[config.mk]
export PLATFORM = sky130hd
export DESIGN_NAME = read_req_gen
export DESIGN_NICKNAME = d
export VERILOG_FILES = /design/src/rtl/read_req_pkg.sv /design/src/rtl/read_burst_calc.sv /design/src/rtl/read_req_gen.sv
export SDC_FILE = /design/constraint.sdc
export NUM_CORES = 1
export LEC_CHECK = 0
export BUFFER_PORTS_ARGS = -buffer_cell sky130_fd_sc_hd__buf_2
export CORE_MARGIN = 1.5
export CORE_UTILIZATION = 47
export CTS_CLUSTER_SIZE = 16
export DETAILED_ROUTE_END_ITERATION = 8
export GPL_TIMING_DRIVEN = 1
export PLACE_DENSITY = 0.69
export SLEW_MARGIN = 0
export SYNTH_ARGS = -nofsm -noshare
export SYNTH_HDL_FRONTEND = slang
export SYNTH_SLANG_ARGS = --single-unit
[constraint.sdc]
create_clock -name clk -period 4.05 [get_ports clk]
set_input_delay 0.405 -clock clk [delete_from_list [all_inputs] [get_ports clk]]
set_output_delay 0.405 -clock clk [all_outputs]
set_load 0.01 [all_outputs]
[src/rtl/read_req_pkg.sv]
// -----------------------------------------------------------------------------
// read_req_pkg
// Shared definitions for the AXI read-request generator:
//   - state_t            : controller states (IDLE, CALC, ADDR, DONE)
//   - AXI_BURST_INCR     : AXI incrementing burst encoding
//   - BOUNDARY_4KB       : AXI page size that a burst must never cross
//   - beats_to_boundary(): beats left before the next 4KB page boundary
// No ports (package).
// -----------------------------------------------------------------------------
package read_req_pkg;

    typedef enum logic [1:0] {
        IDLE = 2'd0,
        CALC = 2'd1,
        ADDR = 2'd2,
        DONE = 2'd3
    } state_t;

    localparam logic [1:0] AXI_BURST_INCR = 2'b01;
    localparam int         BOUNDARY_4KB   = 4096;

    // addr_low is the byte offset inside the current 4KB page and is already
    // beat-aligned, so the shift is exact. Result range: 1 .. 4096>>beat_shift.
    function automatic logic [12:0] beats_to_boundary(input logic [11:0] addr_low,
                                                      input int          beat_shift);
        logic [12:0] bytes_left;
        bytes_left = 13'(BOUNDARY_4KB) - {1'b0, addr_low};
        return bytes_left >> beat_shift;
    endfunction

endpackage

[src/rtl/read_burst_calc.sv]
// -----------------------------------------------------------------------------
// read_burst_calc
// Combinational burst sizing: len = min(remaining, MAX_BURST_LEN, beats to the
// next 4KB boundary).
// Ports:
//   addr      in  12      byte offset of the next burst within its 4KB page
//   remaining in  SIZE_W  beats still to be requested (non-zero when used)
//   len       out 9       beats for the next burst (1 .. 256)
// -----------------------------------------------------------------------------
module read_burst_calc
    import read_req_pkg::*;
#(
    parameter int SIZE_W        = 20,
    parameter int MAX_BURST_LEN = 16,
    parameter int BEAT_SHIFT    = 3
) (
    input  logic [11:0]       addr,
    input  logic [SIZE_W-1:0] remaining,
    output logic [8:0]        len
);

    // Common compare width wide enough for every candidate.
    localparam int CW = (SIZE_W > 13) ? SIZE_W : 13;

    logic [CW-1:0] rem_w;
    logic [CW-1:0] bnd_w;
    logic [CW-1:0] max_w;
    logic [CW-1:0] min_w;

    always_comb begin
        rem_w = CW'(remaining);
        bnd_w = CW'(beats_to_boundary(addr, BEAT_SHIFT));
        max_w = CW'(MAX_BURST_LEN);
        min_w = rem_w;
        if (bnd_w < min_w) min_w = bnd_w;
        if (max_w < min_w) min_w = max_w;
        // min_w never exceeds MAX_BURST_LEN (<= 256), so 9 bits suffice.
        len = 9'(min_w);
    end

endmodule

[src/rtl/read_req_gen.sv]
// -----------------------------------------------------------------------------
// read_req_gen
// Splits one read command (start address + beat count) into AXI INCR read
// bursts that never exceed MAX_BURST_LEN beats nor cross a 4KB boundary, and
// pushes one entry per issued burst into a downstream read-info FIFO.
//
// Optional feature: define READ_REQ_GEN_STATS_EN to add the saturating
// statistics counters stat_bursts and stat_stall_cycles.
//
// Ports:
//   clk, reset            clock, synchronous active-low reset (0 = reset)
//   rd_cmd_*              command handshake (ready only in IDLE): start byte
//                         address, total beats, PU id, data type
//   m_axi_ar*             AXI read-address channel (arsize/arburst constant)
//   rd_req, rd_req_*      one-cycle FIFO push: burst beats-1, PU id, data type
//   read_info_full        FIFO full; blocks issuing the next burst
//   rd_done               one-cycle pulse when a command has completed
//   busy                  high whenever the controller is not IDLE
//   stat_bursts           (stats build) AR handshakes since reset
//   stat_stall_cycles     (stats build) ADDR cycles without arready plus
//                         CALC cycles with read_info_full
// -----------------------------------------------------------------------------
module read_req_gen
    import read_req_pkg::*;
#(
    parameter int AXI_ADDR_W    = 32,
    parameter int AXI_DATA_W    = 64,
    parameter int MAX_BURST_LEN = 16,
    parameter int TX_SIZE_W     = 20,
    parameter int RD_SIZE_W     = 20,
    parameter int PU_ID_W       = 2,
    parameter int D_TYPE_W      = 2
) (
    input  logic                  clk,
    input  logic                  reset,

    input  logic                  rd_cmd_valid,
    output logic                  rd_cmd_ready,
    input  logic [AXI_ADDR_W-1:0] rd_cmd_addr,
    input  logic [TX_SIZE_W-1:0]  rd_cmd_beats,
    input  logic [PU_ID_W-1:0]    rd_cmd_pu_id,
    input  logic [D_TYPE_W-1:0]   rd_cmd_d_type,

    output logic [AXI_ADDR_W-1:0] m_axi_araddr,
    output logic [7:0]            m_axi_arlen,
    output logic [2:0]            m_axi_arsize,
    output logic [1:0]            m_axi_arburst,
    output logic                  m_axi_arvalid,
    input  logic                  m_axi_arready,

    output logic                  rd_req,
    output logic [RD_SIZE_W-1:0]  rd_req_size,
    output logic [PU_ID_W-1:0]    rd_req_pu_id,
    output logic [D_TYPE_W-1:0]   rd_req_d_type,
    input  logic                  read_info_full,

    output logic                  rd_done,
`ifdef READ_REQ_GEN_STATS_EN
    output logic [31:0]           stat_bursts,
    output logic [31:0]           stat_stall_cycles,
`endif
    output logic                  busy
);

    localparam int BEAT_BYTES = AXI_DATA_W / 8;
    localparam int BEAT_SHIFT = $clog2(BEAT_BYTES);
    localparam logic [AXI_ADDR_W-1:0] ADDR_LOW_MASK = AXI_ADDR_W'(BEAT_BYTES - 1);

    state_t                  state;
    state_t                  state_nxt;
    logic [AXI_ADDR_W-1:0]   addr_q;
    logic [TX_SIZE_W-1:0]    remaining_q;
    logic [PU_ID_W-1:0]      pu_id_q;
    logic [D_TYPE_W-1:0]     d_type_q;
    logic [7:0]              arlen_q;
    logic [8:0]              calc_len;
    logic [8:0]              burst_len;
    logic                    ar_hs;

    read_burst_calc #(
        .SIZE_W        (TX_SIZE_W),
        .MAX_BURST_LEN (MAX_BURST_LEN),
        .BEAT_SHIFT    (BEAT_SHIFT)
    ) u_burst_calc (
        .addr      (addr_q[11:0]),
        .remaining (remaining_q),
        .len       (calc_len)
    );

    // Beats of the burst currently presented on AR (arlen is beats-1).
    assign burst_len = {1'b0, arlen_q} + 9'd1;
    assign ar_hs     = (state == ADDR) && m_axi_arready;

    // NOTE: sequential state uses non-blocking assignments so every register
    // samples pre-edge values regardless of block ordering.
    always_ff @(posedge clk) begin
        if (!reset) state <= IDLE;
        else        state <= state_nxt;
    end

    always_comb begin
        // NOTE: default first so every path assigns state_nxt; no latch.
        state_nxt = state;
        unique case (state)
            IDLE: if (rd_cmd_valid)
                      state_nxt = (rd_cmd_beats == '0) ? DONE : CALC;
            // rd_req still high means the previous push has not yet been
            // reflected in read_info_full; wait one cycle for a valid flag.
            CALC: if (!read_info_full && !rd_req)
                      state_nxt = ADDR;
            ADDR: if (m_axi_arready)
                      state_nxt = (remaining_q == TX_SIZE_W'(burst_len)) ? DONE : CALC;
            DONE: state_nxt = IDLE;
            default: state_nxt = IDLE;
        endcase
    end

    always_ff @(posedge clk) begin
        if (!reset) begin
            addr_q        <= '0;
            remaining_q   <= '0;
            pu_id_q       <= '0;
            d_type_q      <= '0;
            arlen_q       <= '0;
            rd_req        <= 1'b0;
            rd_req_size   <= '0;
            rd_req_pu_id  <= '0;
            rd_req_d_type <= '0;
        end else begin
            rd_req <= 1'b0;
            unique case (state)
                IDLE: if (rd_cmd_valid) begin
                    addr_q      <= rd_cmd_addr & ~ADDR_LOW_MASK;
                    remaining_q <= rd_cmd_beats;
                    pu_id_q     <= rd_cmd_pu_id;
                    d_type_q    <= rd_cmd_d_type;
                end
                CALC: arlen_q <= 8'(calc_len - 9'd1);
                ADDR: if (m_axi_arready) begin
                    // Wraps modulo 2^AXI_ADDR_W by construction.
                    addr_q        <= addr_q + (AXI_ADDR_W'(burst_len) << BEAT_SHIFT);
                    remaining_q   <= remaining_q - TX_SIZE_W'(burst_len);
                    rd_req        <= 1'b1;
                    rd_req_size   <= RD_SIZE_W'(arlen_q);
                    rd_req_pu_id  <= pu_id_q;
                    rd_req_d_type <= d_type_q;
                end
                default: ;
            endcase
        end
    end

    // AR payload comes straight from registers that only move outside ADDR,
    // so it is stable while arvalid waits for arready.
    assign m_axi_araddr  = addr_q;
    assign m_axi_arlen   = arlen_q;
    assign m_axi_arsize  = 3'(BEAT_SHIFT);
    assign m_axi_arburst = AXI_BURST_INCR;
    assign m_axi_arvalid = (state == ADDR);

    assign rd_cmd_ready  = (state == IDLE);
    assign rd_done       = (state == DONE);
    assign busy          = (state != IDLE);

`ifdef READ_REQ_GEN_STATS_EN
    logic stall;
    assign stall = ((state == ADDR) && !m_axi_arready) ||
                   ((state == CALC) && read_info_full);

    always_ff @(posedge clk) begin
        if (!reset) begin
            stat_bursts       <= '0;
            stat_stall_cycles <= '0;
        end else begin
            if (ar_hs && (stat_bursts != '1))
                stat_bursts <= stat_bursts + 32'd1;
            if (stall && (stat_stall_cycles != '1))
                stat_stall_cycles <= stat_stall_cycles + 32'd1;
        end
    end
`endif

endmodule

* Word-level counts from Yosys, hierarchy flattened *
Index checks and enable logic that the tools add are counted.

operators by class
  reductions and logical operators = 12
  eq/ne operators = 7
  muxes and demuxes = 15
  $lt $le $gt $ge = 2
  $add $sub $neg = 5

operators by type and width
  kind                                                                           count
  32-bit two-way mux                                                             2
  32-bit case mux with 2 select lines                                            1
  20-bit two-way mux                                                             3
  20-bit case mux with 2 select lines                                            1
  32-bit by 12-bit adder with 32-bit output                                      1
  20-bit by 9-bit equality test with 1-bit output                                1
  20-bit zero test                                                               1
  10-bit by 20-bit less-than comparator with 1-bit output                        1
  5-bit by 20-bit less-than comparator with 1-bit output (first input constant)  1
  20-bit by 9-bit subtractor with 20-bit output                                  1
  13-bit by 12-bit subtractor with 13-bit output (first input constant)          1
  2-bit two-way mux                                                              5
  8-bit by 1-bit adder with 9-bit output (second input constant)                 1
  8-bit two-way mux                                                              1
  2-bit case mux with 4 select lines                                             1
  8-bit by 1-bit subtractor with 8-bit output (second input constant)            1
  2-bit AND reduction                                                            3
  3-bit AND reduction                                                            2
  2-bit equality test (second input constant)                                    2
  2-bit != test (second input constant)                                          2
  2-bit nonzero test                                                             2
  2-bit by 1-bit equality test with 1-bit output (second input constant)         1
  1-bit zero test                                                                2
  2-bit zero test                                                                1
  3 further kinds                                                                3

word-level totals
  logic and storage cells = 51
  register bits after elaboration = 79
  output and inout bits = 74
  bits of input ports = 61

* Logic depth before layout (Yosys ltp) *
  word-level depth = 6
  depth in mapped cells = 16
  mapped depth without buffers = 15

* By module *
Synthesis repeated with hierarchy kept, for this count alone.

second synthesis, totals
  cell total of the unflattened synthesis = 739
  area, all modules = 5,616.6 µm²

modules (own cells, without submodules)
  module           seq. area each (µm²)  cells each  times used  area an instance (µm²)
  read_req_gen     1,521.5               656         1           5,033.6
  read_burst_calc  0.0                   83          1           583.1

* Least setup slack after synthesis *
Ideal clock, no wire load.

  kind = reg-to-reg
  start = register addr_q[5] (netlist: m_axi_araddr[5])
  end = register arlen_q[4] (netlist: m_axi_arlen[4])
  data arrival time = 3.675 ns
  setup time = 0.058 ns
  data required time = 3.992 ns
  path slack = 0.317 ns
  stages on the path, launching flop included = 17
  buffers on the path = 1
  clock period less this slack = 3.733 ns
  path through = dfxtp_1 -> or3_4 -> or2_2 -> nor3_1 -> nand2_1 -> xor2_1 -> ha_1 -> nand2_1 -> or4_1 -> a221o_1 -> a21oi_1 -> buf_4 -> mux2i_1 -> nand2_1 -> ha_1 -> o31ai_1 -> a31o_2

on the way
  cells in the longest elaborated chain, start to end = 6

RTL lines
  element                                                  RTL line               RTL
  from (decl)                                              read_req_gen.sv:71     logic [AXI_ADDR_W-1:0] addr_q;
  from (signal assigned)                                   read_req_gen.sv:133    addr_q <= rd_cmd_addr & ~ADDR_LOW_MASK;
  from (signal assigned)                                   read_req_gen.sv:141    addr_q <= addr_q + (AXI_ADDR_W'(burst_len) << BEAT_SHIFT);
  13-bit by 12-bit subtractor with 13-bit output (*)       read_req_pkg.sv:27     bytes_left = 13'(BOUNDARY_4KB) - {1'b0, addr_low};
  10-bit by 20-bit less-than comparator with 1-bit output  read_burst_calc.sv:35  if (bnd_w < min_w) min_w = bnd_w;
  20-bit two-way mux (*)                                   read_burst_calc.sv:35
  5-bit by 20-bit less-than comparator with 1-bit output   read_burst_calc.sv:36  if (max_w < min_w) min_w = max_w;
  8-bit two-way mux (*)                                    read_burst_calc.sv:36
  8-bit by 1-bit subtractor with 8-bit output (*)          read_req_gen.sv:138    CALC: arlen_q <= 8'(calc_len - 9'd1);
  to (signal assigned)                                     read_req_gen.sv:138
  to (decl)                                                read_req_gen.sv:75     logic [7:0] arlen_q;

Mark *: on every way between the ends. The rest lies on a longest branch, timed or not.
A chain may end at the register's enable or synchronous reset.

* Worst setup path in the final report *
Same ends and word-level chain as after synthesis.

==> summary.log <==
INFO  outcome        status=complete, no violations
INFO  setup_path     crit-reg2reg-launch=m_axi_araddr[5]
INFO  clocking       clk_transition_reported_paths=0.06ns
INFO  timing         final_hold_viol_count=0
INFO  setup_path     worst-r2r-cell-count=15
INFO  setup_path     setup.reg_to_reg.worst_slack=0.21ns
INFO  timing         report.final.slew_viol_count=0
INFO  place          dpl_worst_slack=0.0912ns
INFO  timing         achievable-frequency=260MHz
INFO  drt            remaining_drc_errors=0
INFO  power          report.power.total=0.00241W
INFO  clocking       clock_sinks=76
INFO  power          power_frac_comb=32.1%
INFO  synth          synth.top_cells.by_area=sky130_fd_sc_hd__dfxtp_1 (29%), sky130_fd_sc_hd__ha_1 (7.3%), sky130_fd_sc_hd__nand2_1 (6.6%)
INFO  timing         tightest_slew=0.887ns
INFO  grt            globalRouteTotalUtil=27.3%
INFO  drt            routed_via_density=5.91
INFO  power          seqPwrFrac=36.6%
INFO  setup_path     critPathMaxFanout=4
INFO  floorplan      starting_density_of_the_core=48.8%
INFO  setup_path     cpMaxStageDelayCell=sky130_fd_sc_hd__or4_1
INFO  clocking       cts_tree=yes
INFO  synth          ys_warn_count=0
INFO  drt            drt-total-wl=16000µm
INFO  setup_path     max_stage_delay=0.46ns
INFO  setup_path     endpoint_kind=flip-flop
INFO  power          worst_ir_drop_vdd=0.000213V
INFO  place          port-buffer-count=111
INFO  setup_path     type_of_element_launching_the_critical_path=flip-flop
INFO  final_layout   layout_overhead_on_the_synthesized_area=16.0%
INFO  drt            drtIter0Drc=405
INFO  synth          syn-mean-instance-area=7.61µm²
INFO  setup_path     timing.critical_path.cells=or3_4 > or2_2 > nor3_1 > nand2_1 > xor2_1 > ha_1 > nand2_1 > or4_1 > a221o_1 > a21oi_2 > mux2_2 > nand2_1 > ha_2 > o31ai_2 > a31o_2
INFO  synth          synth_ff_type=sky130_fd_sc_hd__dfxtp_1
INFO  synth          yosys_register_bits=76
INFO  synth          synth-edff-count=0
INFO  timing         finalWorstSetupSlack=0.207ns
INFO  grt            number_of_antenna_violations_at_the_first_check_in_global_routing=0
INFO  power          leakage=2.64nW
INFO  final_layout   most_common_cell_after_layout_fill_and_taps_aside=sky130_fd_sc_hd__buf_2
INFO  grt            first_global_vias=5214
INFO  synth          synth_seq_area_share=28.5%
INFO  power          powerDensity=390nW/µm²
INFO  synth          synth_area_leader_cell=sky130_fd_sc_hd__dfxtp_1
INFO  setup_path     cp.required=4.29ns
INFO  floorplan      die_w=110µm
INFO  final_layout   final_core_util=56.6%
INFO  setup_path     path_class=flip-flop to flip-flop
INFO  power          total_switching_power=0.000870W
INFO  synth          post_synth_inst_count=701
INFO  synth          synth.lib_cells_used.distinct=74
INFO  timing         post-route-min-period=3.84ns
INFO  timing         ratio_of_final_minimum_period_to_clock_period=94.9%
INFO  synth          netlist_area=5330µm²
INFO  power          clk_network_pwr_share=31.3%
INFO  place          gp_congestion=0.921
INFO  timing         setup_total_negative_slack=0ns
INFO  drt            detail_routed_net_length_per_standard_cell=17.0µm
INFO  final_layout   fin_nets=887
INFO  min_path       worstHoldStart=rd_cmd_pu_id[0]
INFO  place          dpl.hpwl=11300µm
INFO  floorplan      std_cell_rows=38
INFO  timing         remaining_max_slew_budget_at_the_tightest_pin=40.8%
INFO  timing         setup_repair_after_global_routing_missed_its_margin=false
INFO  clocking       clk_latency=0.35ns
INFO  grt            grt_max_degree=46
INFO  floorplan      die_footprint=12000µm²
INFO  min_path       number_of_stages_on_the_worst_hold_path=3
INFO  final_layout   most-common-layout-cells=sky130_fd_sc_hd__buf_2 (111), sky130_fd_sc_hd__nand2_1 (94), sky130_fd_sc_hd__dfxtp_1 (76), sky130_fd_sc_hd__a21oi_1 (54), sky130_fd_sc_hd__nor2_1 (46)
INFO  drt            firstDrtPassIters=5
INFO  run            max-cap-violations=0
INFO  synth          asyncSetResetFlopFracSynth=0%
INFO  power          switching_portion_of_total_power=36.1%
INFO  clocking       cts-buffers-inserted=9
INFO  min_path       worstHoldPathType=input pin to flip-flop
INFO  timing         worst_hold_slack_after_final_layout=0.297ns
INFO  floorplan      floorplan.core_area=10900µm²
INFO  setup_path     rr_endpoint=m_axi_arlen[4]
INFO  clocking       cts.root.buffer_cell=sky130_fd_sc_hd__clkbuf_16
INFO  drt            dr_total_vias=5541
INFO  setup_path     critical_path_arrival=4.08ns
INFO  synth          synth_top_area_share=28.5%
INFO  min_path       whs_endpoint=pu_id_q[0]
INFO  drt            antenna_left=0
INFO  grt            global_route_congestion_overflow_total=0
INFO  clocking       cts-htree-levels=3
INFO  final_layout   fraction_of_final_layout_cells_sized_beyond_drive_strength_1=20.3%
INFO  clocking       max-clock-path-buffers=2
INFO  timing         timing.clock.skew=0.00752ns
INFO  floorplan      ios=135
INFO  setup_path     cpMostUsedCell=sky130_fd_sc_hd__nand2_1
INFO  power          cell_internal_pwr=0.00154W
INFO  final_layout   diodes=0
INFO  grt            global_route_wire_length_before_repair=25600µm
INFO  timing         finalSetupViolations=0
INFO  floorplan      die_h=110µm
==> cell usage after synthesis, drive strengths merged (9+ instances only) <==
master	instances
nand2	94
dfxtp	76
a21oi	55
nor2	48
o21ai	39
clkbuf	31
ha	31
buf	30
inv	30
nand3	23
nor3	21
xnor2	20
a311oi	16
o211ai	12
a31oi	10
and3	10
nand4	10
a21o	9
==> layout make-up <==
cell class	count	area, µm²
clock buffers	10	229
flip-flops and latches	76	1520
fillers	1057	4750
clock inverters	6	41.3
repair buffers	125	661
well taps	140	175
multi-input cells	550	3440
inverters	31	116
==> sequential cells by signal, summed over array words and instances, names as in the netlist <==
signal	flops
rd_req_d_type	2
rd_req	1
m_axi_araddr	29
state	2
pu_id_q	2
rd_req_pu_id	2
rd_req_size	8
m_axi_arlen	8
d_type_q	2
remaining_q	20
==> how the worst max path moves through the flow <==
stage / to / start / slack [ns] / cells after the start
floorplan: m_axi_arlen[4] / m_axi_araddr[5] / 0.32 / 16
global placement: m_axi_arlen[4] / m_axi_araddr[5] / 0.24 / 16
detailed placement: m_axi_arlen[4] / m_axi_araddr[5] / 0.09 / 16
CTS: m_axi_arlen[4] / m_axi_araddr[5] / 0.09 / 16
global route: m_axi_arlen[4] / m_axi_araddr[5] / 0.03 / 16
finish: m_axi_arlen[4] / m_axi_araddr[5] / 0.21 / 15
==> critical path, delay by kind of cell, from the launching register on <==
kind,cells,cell delay [ns]
AND/OR/NAND/NOR,7,1.58
AO/OA/AOI/OAI,4,0.76
adder cells (fa/ha/maj),2,0.51
multiplexers,1,0.40
flip-flops,1,0.31
XOR/XNOR,1,0.14
==> cell families (layout without fill, tap and decap cells) <==
family	after synthesis	count (layout)	synth area share, %
simple gates	265	265	24.3
compound gates	199	199	25.0
buf+inv	93	172	8.40
flops	76	76	28.5
fa+ha+maj	33	33	8.02
xor+xnor	25	25	4.11
mux	8	8	1.53
other cells	2	20	0.141
==> power groups by stage <==
stage	combinational, W	clock, W	sequential [W]
final	0.000775	0.000755	0.000882
after global placement	0.000735	0	0.000892
after detailed placement	0.000751	0	0.000895
after global routing	0.000865	0.000798	0.000892
after floorplan	0.000551	0	0.000898
after CTS	0.000758	0.000761	0.000880
==> stage by stage <==
stage | cells | cell area (µm²)
2_1_floorplan | 719 | 5400
3_3_place_gp | 920 | 5890
3_5_place_dp | 920 | 5890
4_1_cts | 936 | 6160
5_1_grt | 938 | 6190
6_report | 938 | 6190
==> routing by layer <==
layer  global-route usage [%]  up-vias  part of all wire, %
li1                         -     2699                    -
met1                     35.8     2631                   47
met2                     44.7      189                   46
met3                     4.86       22                  5.3
met4                     9.83        0                  1.7
met5                        0        -                    0
==> timing repair <==
| action | CTS | global route |
|---|---|---|
| hold buffers | 0 | 0 |
| setup endpoints to repair | 0 | 2 |
| gates resized for setup | 0 | 3 |
| buffers inserted | 0 | 2 |
Power figures use the tool's default switching activity.
